--- config.mk ---
export PLATFORM = sky130hd
export DESIGN_NAME = nor_bus_ctrl
export DESIGN_NICKNAME = d
export VERILOG_FILES = /design/src/rtl/nor_bus_pkg.sv /design/src/rtl/nor_req_fifo.sv /design/src/rtl/nor_bus_ctrl.sv
export SDC_FILE = /design/constraint.sdc
export NUM_CORES = 1
export LEC_CHECK = 0
export CAP_MARGIN = 40
export CORE_ASPECT_RATIO = 0.6
export CORE_MARGIN = 5
export CORE_UTILIZATION = 35
export DETAILED_ROUTE_END_ITERATION = 8
export DONT_BUFFER_PORTS = 1
export PLACE_DENSITY = 0.57
export SETUP_SLACK_MARGIN = 0.02
export SLEW_MARGIN = 5
export SYNTH_ARGS = -nofsm -noshare
export SYNTH_HDL_FRONTEND = slang
export SYNTH_SLANG_ARGS = --single-unit
--- constraint.sdc ---
create_clock -name wb_clk_i -period 4 [get_ports wb_clk_i]
set_clock_uncertainty 0.05 [all_clocks]
set_input_delay 0.4 -clock wb_clk_i [delete_from_list [all_inputs] [get_ports wb_clk_i]]
set_output_delay 0.4 -clock wb_clk_i [all_outputs]
set_load 0.02 [all_outputs]
--- src/rtl/nor_bus_pkg.sv ---
// Shared types and helpers for the NOR flash bus controller.
package nor_bus_pkg;

    typedef enum logic [2:0] {
        StIdle,
        StWrite,
        StReadDly,
        StRead,
        StReadPg,
        StRyWait,
        StTxnEnd
    } nor_state_e;

    // Width of one queued request packed as {we, dat, adr}.
    function automatic int unsigned req_bits(input int unsigned addr_bits,
                                             input int unsigned data_bits);
        return addr_bits + data_bits + 1;
    endfunction

    function automatic logic same_page(input logic [63:0] a, input logic [63:0] b,
                                       input int unsigned page_bits);
        return (a >> page_bits) == (b >> page_bits);
    endfunction

endpackage

--- src/rtl/nor_req_fifo.sv ---
// Request queue; exposes the head and the entry behind it so reads can be chained.
module nor_req_fifo #(
    parameter int unsigned WIDTH = 43,
    parameter int unsigned DEPTH = 4
) (
    input  logic                       clk,
    input  logic                       rst_n,
    input  logic                       push,
    input  logic                       pop,
    input  logic                       flush,
    input  logic [WIDTH-1:0]           wdata,
    output logic [WIDTH-1:0]           head,
    output logic                       head_valid,
    output logic [WIDTH-1:0]           next,
    output logic                       next_valid,
    output logic                       full,
    output logic [$clog2(DEPTH):0]     count
);
    localparam int unsigned PW = $clog2(DEPTH);

    logic [WIDTH-1:0] mem [DEPTH];
    logic [PW-1:0]    rd_ptr_q, wr_ptr_q, rd_nxt;
    logic [PW:0]      cnt_q;
    logic             do_push, do_pop;

    assign rd_nxt     = rd_ptr_q + PW'(1);
    assign head       = mem[rd_ptr_q];
    assign next       = mem[rd_nxt];
    assign head_valid = cnt_q != '0;
    assign next_valid = cnt_q >= (PW+1)'(2);
    assign full       = cnt_q == (PW+1)'(DEPTH);
    assign count      = cnt_q;

    assign do_pop  = pop && head_valid;
    // A pop frees the slot a push on a full queue needs in the same cycle.
    assign do_push = push && (!full || do_pop);

    always_ff @(posedge clk or negedge rst_n) begin
        if (!rst_n) begin
            rd_ptr_q <= '0;
            wr_ptr_q <= '0;
            cnt_q    <= '0;
        end else if (flush) begin
            rd_ptr_q <= '0;
            wr_ptr_q <= '0;
            cnt_q    <= '0;
        end else begin
            if (do_push) wr_ptr_q <= wr_ptr_q + PW'(1);
            if (do_pop)  rd_ptr_q <= rd_nxt;
            if (do_push && !do_pop)      cnt_q <= cnt_q + (PW+1)'(1);
            else if (do_pop && !do_push) cnt_q <= cnt_q - (PW+1)'(1);
        end
    end

    always_ff @(posedge clk) begin
        if (do_push && !flush) mem[wr_ptr_q] <= wdata;
    end

endmodule

--- src/rtl/nor_bus_ctrl.sv ---
// Pipelined Wishbone slave driving a parallel NOR flash with parameterised timing.
module nor_bus_ctrl
    import nor_bus_pkg::*;
#(
    parameter int unsigned ADDRBITS   = 26,
    parameter int unsigned DATABITS   = 16,
    parameter int unsigned QDEPTH     = 4,
    parameter int unsigned PAGEBITS   = 3,
    parameter int unsigned CNTBITS    = 10,
    parameter int unsigned T_WRITE    = 14,
    parameter int unsigned T_FIRST    = 28,
    parameter int unsigned T_READ     = 17,
    parameter int unsigned T_PAGE     = 7,
    parameter int unsigned T_END      = 1,
    parameter int unsigned RY_WAIT    = 1,
    parameter int unsigned RY_MIN     = 4,
    parameter int unsigned RY_TIMEOUT = 1000
) (
    input  logic                wb_clk_i,
    input  logic                wb_rst_ni,
    input  logic [ADDRBITS-1:0] wb_adr_i,
    input  logic [DATABITS-1:0] wb_dat_i,
    input  logic                wb_we_i,
    input  logic                wb_stb_i,
    input  logic                wb_cyc_i,
    output logic                wb_ack_o,
    output logic                wb_err_o,
    output logic [DATABITS-1:0] wb_dat_o,
    output logic                wb_stall_o,
    input  logic                nor_ry_i,
    input  logic [DATABITS-1:0] nor_data_i,
    output logic [DATABITS-1:0] nor_data_o,
    output logic [ADDRBITS-1:0] nor_addr_o,
    output logic                nor_ce_o,
    output logic                nor_we_o,
    output logic                nor_oe_o,
    output logic                nor_data_oe
);
    localparam int unsigned REQBITS = req_bits(ADDRBITS, DATABITS);
    localparam int unsigned CW      = $clog2(QDEPTH) + 1;

    logic [REQBITS-1:0]  head, next;
    logic                head_valid, next_valid, fifo_full, push, pop, abort;
    logic [CW-1:0]       fifo_count;
    logic                head_we, next_we;
    logic [ADDRBITS-1:0] head_adr, next_adr;
    logic [DATABITS-1:0] head_dat;

    nor_state_e          state_q, state_d, chain_state;
    logic [CNTBITS-1:0]  cnt_q;
    logic                cnt_clr, ack_d, err_d, rd_done;
    logic                ry_meta_q, ry_sync_q;
    logic                ack_q, err_q, ce_q, we_q, oe_q, doe_q;
    logic [DATABITS-1:0] dat_q, data_q;
    logic [ADDRBITS-1:0] addr_q;

    assign head_we  = head[REQBITS-1];
    assign head_dat = head[ADDRBITS +: DATABITS];
    assign head_adr = head[ADDRBITS-1:0];
    assign next_we  = next[REQBITS-1];
    assign next_adr = next[ADDRBITS-1:0];

    assign abort      = !wb_cyc_i && (state_q != StIdle);
    assign push       = wb_cyc_i && wb_stb_i && !fifo_full;
    assign wb_stall_o = fifo_count == CW'(QDEPTH);

    nor_req_fifo #(
        .WIDTH (REQBITS),
        .DEPTH (QDEPTH)
    ) u_fifo (
        .clk        (wb_clk_i),
        .rst_n      (wb_rst_ni),
        .push       (push),
        .pop        (pop),
        .flush      (abort),
        .wdata      ({wb_we_i, wb_dat_i, wb_adr_i}),
        .head       (head),
        .head_valid (head_valid),
        .next       (next),
        .next_valid (next_valid),
        .full       (fifo_full),
        .count      (fifo_count)
    );

    always_comb begin
        chain_state = StTxnEnd;
        if (next_valid && !next_we) begin
            chain_state = same_page(64'(head_adr), 64'(next_adr), PAGEBITS) ? StReadPg : StRead;
        end
    end

    always_comb begin
        state_d = state_q;
        ack_d   = 1'b0;
        err_d   = 1'b0;
        rd_done = 1'b0;
        unique case (state_q)
            StIdle: begin
                if (head_valid) state_d = head_we ? StWrite : StReadDly;
            end
            StWrite: begin
                if (cnt_q == CNTBITS'(T_WRITE)) begin
                    if (RY_WAIT != 0) begin
                        state_d = StRyWait;
                    end else begin
                        ack_d   = 1'b1;
                        state_d = StTxnEnd;
                    end
                end
            end
            StRyWait: begin
                if (cnt_q >= CNTBITS'(RY_MIN) && ry_sync_q) begin
                    ack_d   = 1'b1;
                    state_d = StTxnEnd;
                end else if (cnt_q == CNTBITS'(RY_TIMEOUT)) begin
                    err_d   = 1'b1;
                    state_d = StTxnEnd;
                end
            end
            StReadDly: begin
                if (cnt_q == CNTBITS'(T_FIRST)) state_d = StRead;
            end
            StRead, StReadPg: begin
                if (cnt_q == ((state_q == StRead) ? CNTBITS'(T_READ) : CNTBITS'(T_PAGE))) begin
                    ack_d   = 1'b1;
                    rd_done = 1'b1;
                    state_d = chain_state;
                end
            end
            StTxnEnd: begin
                if (cnt_q == CNTBITS'(T_END)) state_d = StIdle;
            end
            default: state_d = StIdle;
        endcase
        // Abort suppresses any completion this cycle; TXN_END just runs out normally.
        if (abort) begin
            ack_d   = 1'b0;
            err_d   = 1'b0;
            rd_done = 1'b0;
            if (state_q != StTxnEnd) state_d = StTxnEnd;
        end
    end

    assign pop = ack_d || err_d;
    // A chained page/random read re-enters its own state, so a pop restarts timing too.
    assign cnt_clr = (state_d != state_q) || pop;

    always_ff @(posedge wb_clk_i or negedge wb_rst_ni) begin
        if (!wb_rst_ni) begin
            state_q   <= StIdle;
            cnt_q     <= '0;
            ry_meta_q <= 1'b0;
            ry_sync_q <= 1'b0;
            ack_q     <= 1'b0;
            err_q     <= 1'b0;
            dat_q     <= '0;
            ce_q      <= 1'b1;
            we_q      <= 1'b1;
            oe_q      <= 1'b1;
            doe_q     <= 1'b0;
            addr_q    <= '0;
            data_q    <= '0;
        end else begin
            state_q   <= state_d;
            if (cnt_clr)          cnt_q <= '0;
            else if (cnt_q != '1) cnt_q <= cnt_q + CNTBITS'(1);
            ry_meta_q <= nor_ry_i;
            ry_sync_q <= ry_meta_q;
            ack_q     <= ack_d;
            err_q     <= err_d;
            if (rd_done) dat_q <= nor_data_i;
            ce_q  <= abort || !(state_q inside {StWrite, StReadDly, StRead, StReadPg});
            we_q  <= abort || (state_q != StWrite);
            oe_q  <= abort || !(state_q inside {StReadDly, StRead, StReadPg});
            doe_q <= !abort && (state_q == StWrite);
            if (head_valid) begin
                addr_q <= head_adr;
                data_q <= head_dat;
            end
        end
    end

    assign wb_ack_o    = ack_q;
    assign wb_err_o    = err_q;
    assign wb_dat_o    = dat_q;
    assign nor_ce_o    = ce_q;
    assign nor_we_o    = we_q;
    assign nor_oe_o    = oe_q;
    assign nor_data_oe = doe_q;
    assign nor_addr_o  = addr_q;
    assign nor_data_o  = data_q;

endmodule

==> flow_summary.json <==
{
  "grt_usage": 0.154,
  "path_max_fanout": 37,
  "port_buffers": 0,
  "endpoint_kind": "flip-flop",
  "ant_nets": 0,
  "max_freq_mhz": 285,
  "numCtsBuffers": 27,
  "worstSetupPathType": "flip-flop to flip-flop",
  "rsz0062_at_grt": "false",
  "status": "finished, final reports clean",
  "ios": 129,
  "areaGrowthSynthToFinish_pct": 17.8,
  "dieArea_um2": 36900,
  "finalSetupTns_ns": 0,
  "synth.most_common_cell": "edfxtp_1",
  "clkLatencyLatePin_ns": 0.56,
  "tightest_slew_ns": 0.854,
  "ir_drop_mv": 0.343,
  "grt_max_degree": 87,
  "p_leak_nw": 4.81,
  "clkSinkCount": 258,
  "antenna_found_initial": 2,
  "num-nets-final": 898,
  "synth_warnings": 0,
  "grt_pass1_vias": 6595,
  "netlist_top_cells_area": "edfxtp_1 (45%), dfrtp_1 (18%), mux4_2 (8.8%)",
  "postLayoutSetupSlackWorst_ns": 0.488,
  "synth_ff_type": "edfxtp_1",
  "start_util": 0.356,
  "drt_iter0_markers": 672,
  "wire_per_inst_um": 22.8,
  "drive_gt1_frac": 0.219,
  "dr.pass1.iters": 5,
  "drcViolationCount": 0,
  "die_w_um": 245,
  "crit_path_start_kind": "flip-flop",
  "syn_nets": 825,
  "cts_tree": "built",
  "relSlewSlack": 0.429,
  "globalplace.congestion": 0.843,
  "cts_buffer_depth": 3,
  "htreeDepth": 1,
  "post_cts_resized": 0,
  "vias_per_cell": 5.33,
  "p_per_area_nw_per_um2": 555,
  "post-route-period-util": 0.878,
  "post_cts_buffers": 0,
  "wirelength_um": 29000,
  "yosysTopAreaCellShare": 0.446,
  "die_y_um": 151,
  "dpl_worst_slack_ns": 0.462,
  "setup_viol": 0,
  "synth.largest_area_cell": "edfxtp_1",
  "vias": 6774,
  "syn_area_per_cell_um2": 15.4,
  "required_ns": 4.37,
  "grt_remaining_overflow": 0,
  "finalMaxSlewViolations": 0,
  "worstPathArrival_ns": 3.88,
  "synth_cell_types": 68,
  "path_clk_slew_ns": 0.06,
  "syn-instance-count": 752,
  "grt_pass1_wl_um": 43400,
  "dp_hpwl_um": 19900,
  "synth-seq-area-share": 0.632,
  "synth-edff-count": 172,
  "synth-seq-cells": 258,
  "drv_cap": 0,
  "finalHoldViolCount": 0,
  "yosys-top-cells-count": "edfxtp_1 (172), dfrtp_1 (83), mux2_2 (58), mux4_2 (45), xnor2_1 (43)",
  "min_period_ns": 3.51,
  "cts-root-buf": "clkbuf_16",
  "row_count": 51,
  "syn-cell-area_um2": 11600,
  "coreArea_um2": 32500,
  "holdCritPathClass": "primary input to flip-flop",
  "async_flop_share": 0.333
}
==> metal layers <==
metal / vias to the layer above / global-route usage / wire length (um) / part of all wire
li1: 3035 / - / - / -
met3: 37 / 0.0422 / 2400 / 0.083
met5: - / 0 / 13 / 0.00045
met2: 236 / 0.207 / 11700 / 0.41
met1: 3464 / 0.248 / 14400 / 0.50
met4: 2 / 0.0289 / 450 / 0.016
==> timing repair <==
item | CTS | global route
hold buffers | 63 | 0
setup endpoints to repair | 0 | 0
hold endpoints to repair | 278 | 0
==> flip-flops by register name (all words and copies together) (netlist names), 2 cells and up <==
signal           count
nor_addr_o          26
wb_dat_o            16
u_fifo.rd_ptr_q      2
u_fifo.count         3
u_fifo.wr_ptr_q      2
state_q              3
u_fifo.mem         172
nor_data_o          16
cnt_q               10
==> area by class of cell <==
type                       count  area, um^2
clock inverter                15         144
timing repair buffer          77         766
clock buffer                  35         747
multi-input combinational    435        4020
tap                          424         531
fill                        2944       18900
antenna                        1        2.50
sequential                   258        7330
inverter                      26        97.6
==> power breakdown <==
part           total [mW]  switching (mW)  internal [mW]
sequential           3.83           0.591           3.23
combinational        1.22           0.627          0.595
clock                2.52            1.06           1.45
==> cell families (layout without fill, tap and decap cells) <==
kind of cell | count (synthesis) | in the layout | share of synthesized area
other cells | 0 | 1 | 0
flops | 258 | 258 | 0.632
fa+ha+maj | 9 | 9 | 0.0104
compound gates | 84 | 84 | 0.0526
mux | 108 | 108 | 0.148
simple gates | 169 | 169 | 0.0857
buf+inv | 59 | 153 | 0.0213
xor+xnor | 65 | 65 | 0.0492
==> cells in the final DEF, fill, tap and decap left out, types with 6 or more instances in the layout <==
| master | netlist | routed |
|---|---|---|
| o21a_1 | 6 | 6 |
| clkbuf_16 | 0 | 28 |
| mux2_2 | 58 | 58 |
| nand2b_1 | 10 | 10 |
| and3b_1 | 7 | 7 |
| dfrtp_1 | 83 | 81 |
| edfxtp_1 | 172 | 172 |
| nand2_1 | 16 | 16 |
| dlygate4sd3_1 | 0 | 62 |
| nor2_1 | 28 | 28 |
| buf_4 | 0 | 13 |
| o21ai_0 | 20 | 20 |
| nand3_1 | 14 | 14 |
| nand4_1 | 11 | 11 |
| clkinv_2 | 0 | 8 |
| nor3_1 | 21 | 20 |
| a21oi_1 | 15 | 15 |
| xnor2_1 | 43 | 43 |
| inv_1 | 26 | 26 |
| xor2_1 | 22 | 22 |
| mux4_2 | 45 | 45 |
| ha_1 | 8 | 8 |
| nor2b_1 | 16 | 16 |
==> stage by stage <==
stage          power [mW]  utilization  cell area, um^2  std cells  hold slack (ns)
2_1_floorplan        4.66            -            11600        752           0.0544
3_3_place_gp         5.02        0.372            12100       1157           0.0587
3_5_place_dp         5.03        0.372            12100       1157           0.0582
4_1_cts              7.67        0.419            13600       1270           0.0676
5_1_grt              7.92        0.419            13600       1271           0.0771
6_report             7.56        0.419            13600       1271            0.102
==> path summary, 6_finish.rpt <==
check | from | end | slack [ns] | cells past startpoint
setup / recovery | u_fifo.rd_ptr_q[1] | cnt_q[8] | 0.49 | 8
hold / removal | wb_cyc_i | u_fifo.rd_ptr_q[0] | 0.10 | 2
setup reg to reg | u_fifo.rd_ptr_q[1] | cnt_q[8] | 0.49 | 8
hold reg to reg | ry_meta_q | ry_sync_q | 0.30 | 0
max in group asynchronous | wb_rst_ni | u_fifo.rd_ptr_q[1] | 3.01 | 2
min in group asynchronous | wb_rst_ni | nor_addr_o[23] | 0.39 | 2
==> critical path, cell delays in order, from the launching register on <==
cell and delay, ns:
dfrtp_4 0.71, buf_4 0.40, or3b_2 0.18, a21oi_1 0.06, a2111oi_0 0.48, nand3_1 0.29
or4_4 0.56, a211oi_4 0.49, nor4_1 0.12
No activity file was read; power rests on OpenSTA's default activity.
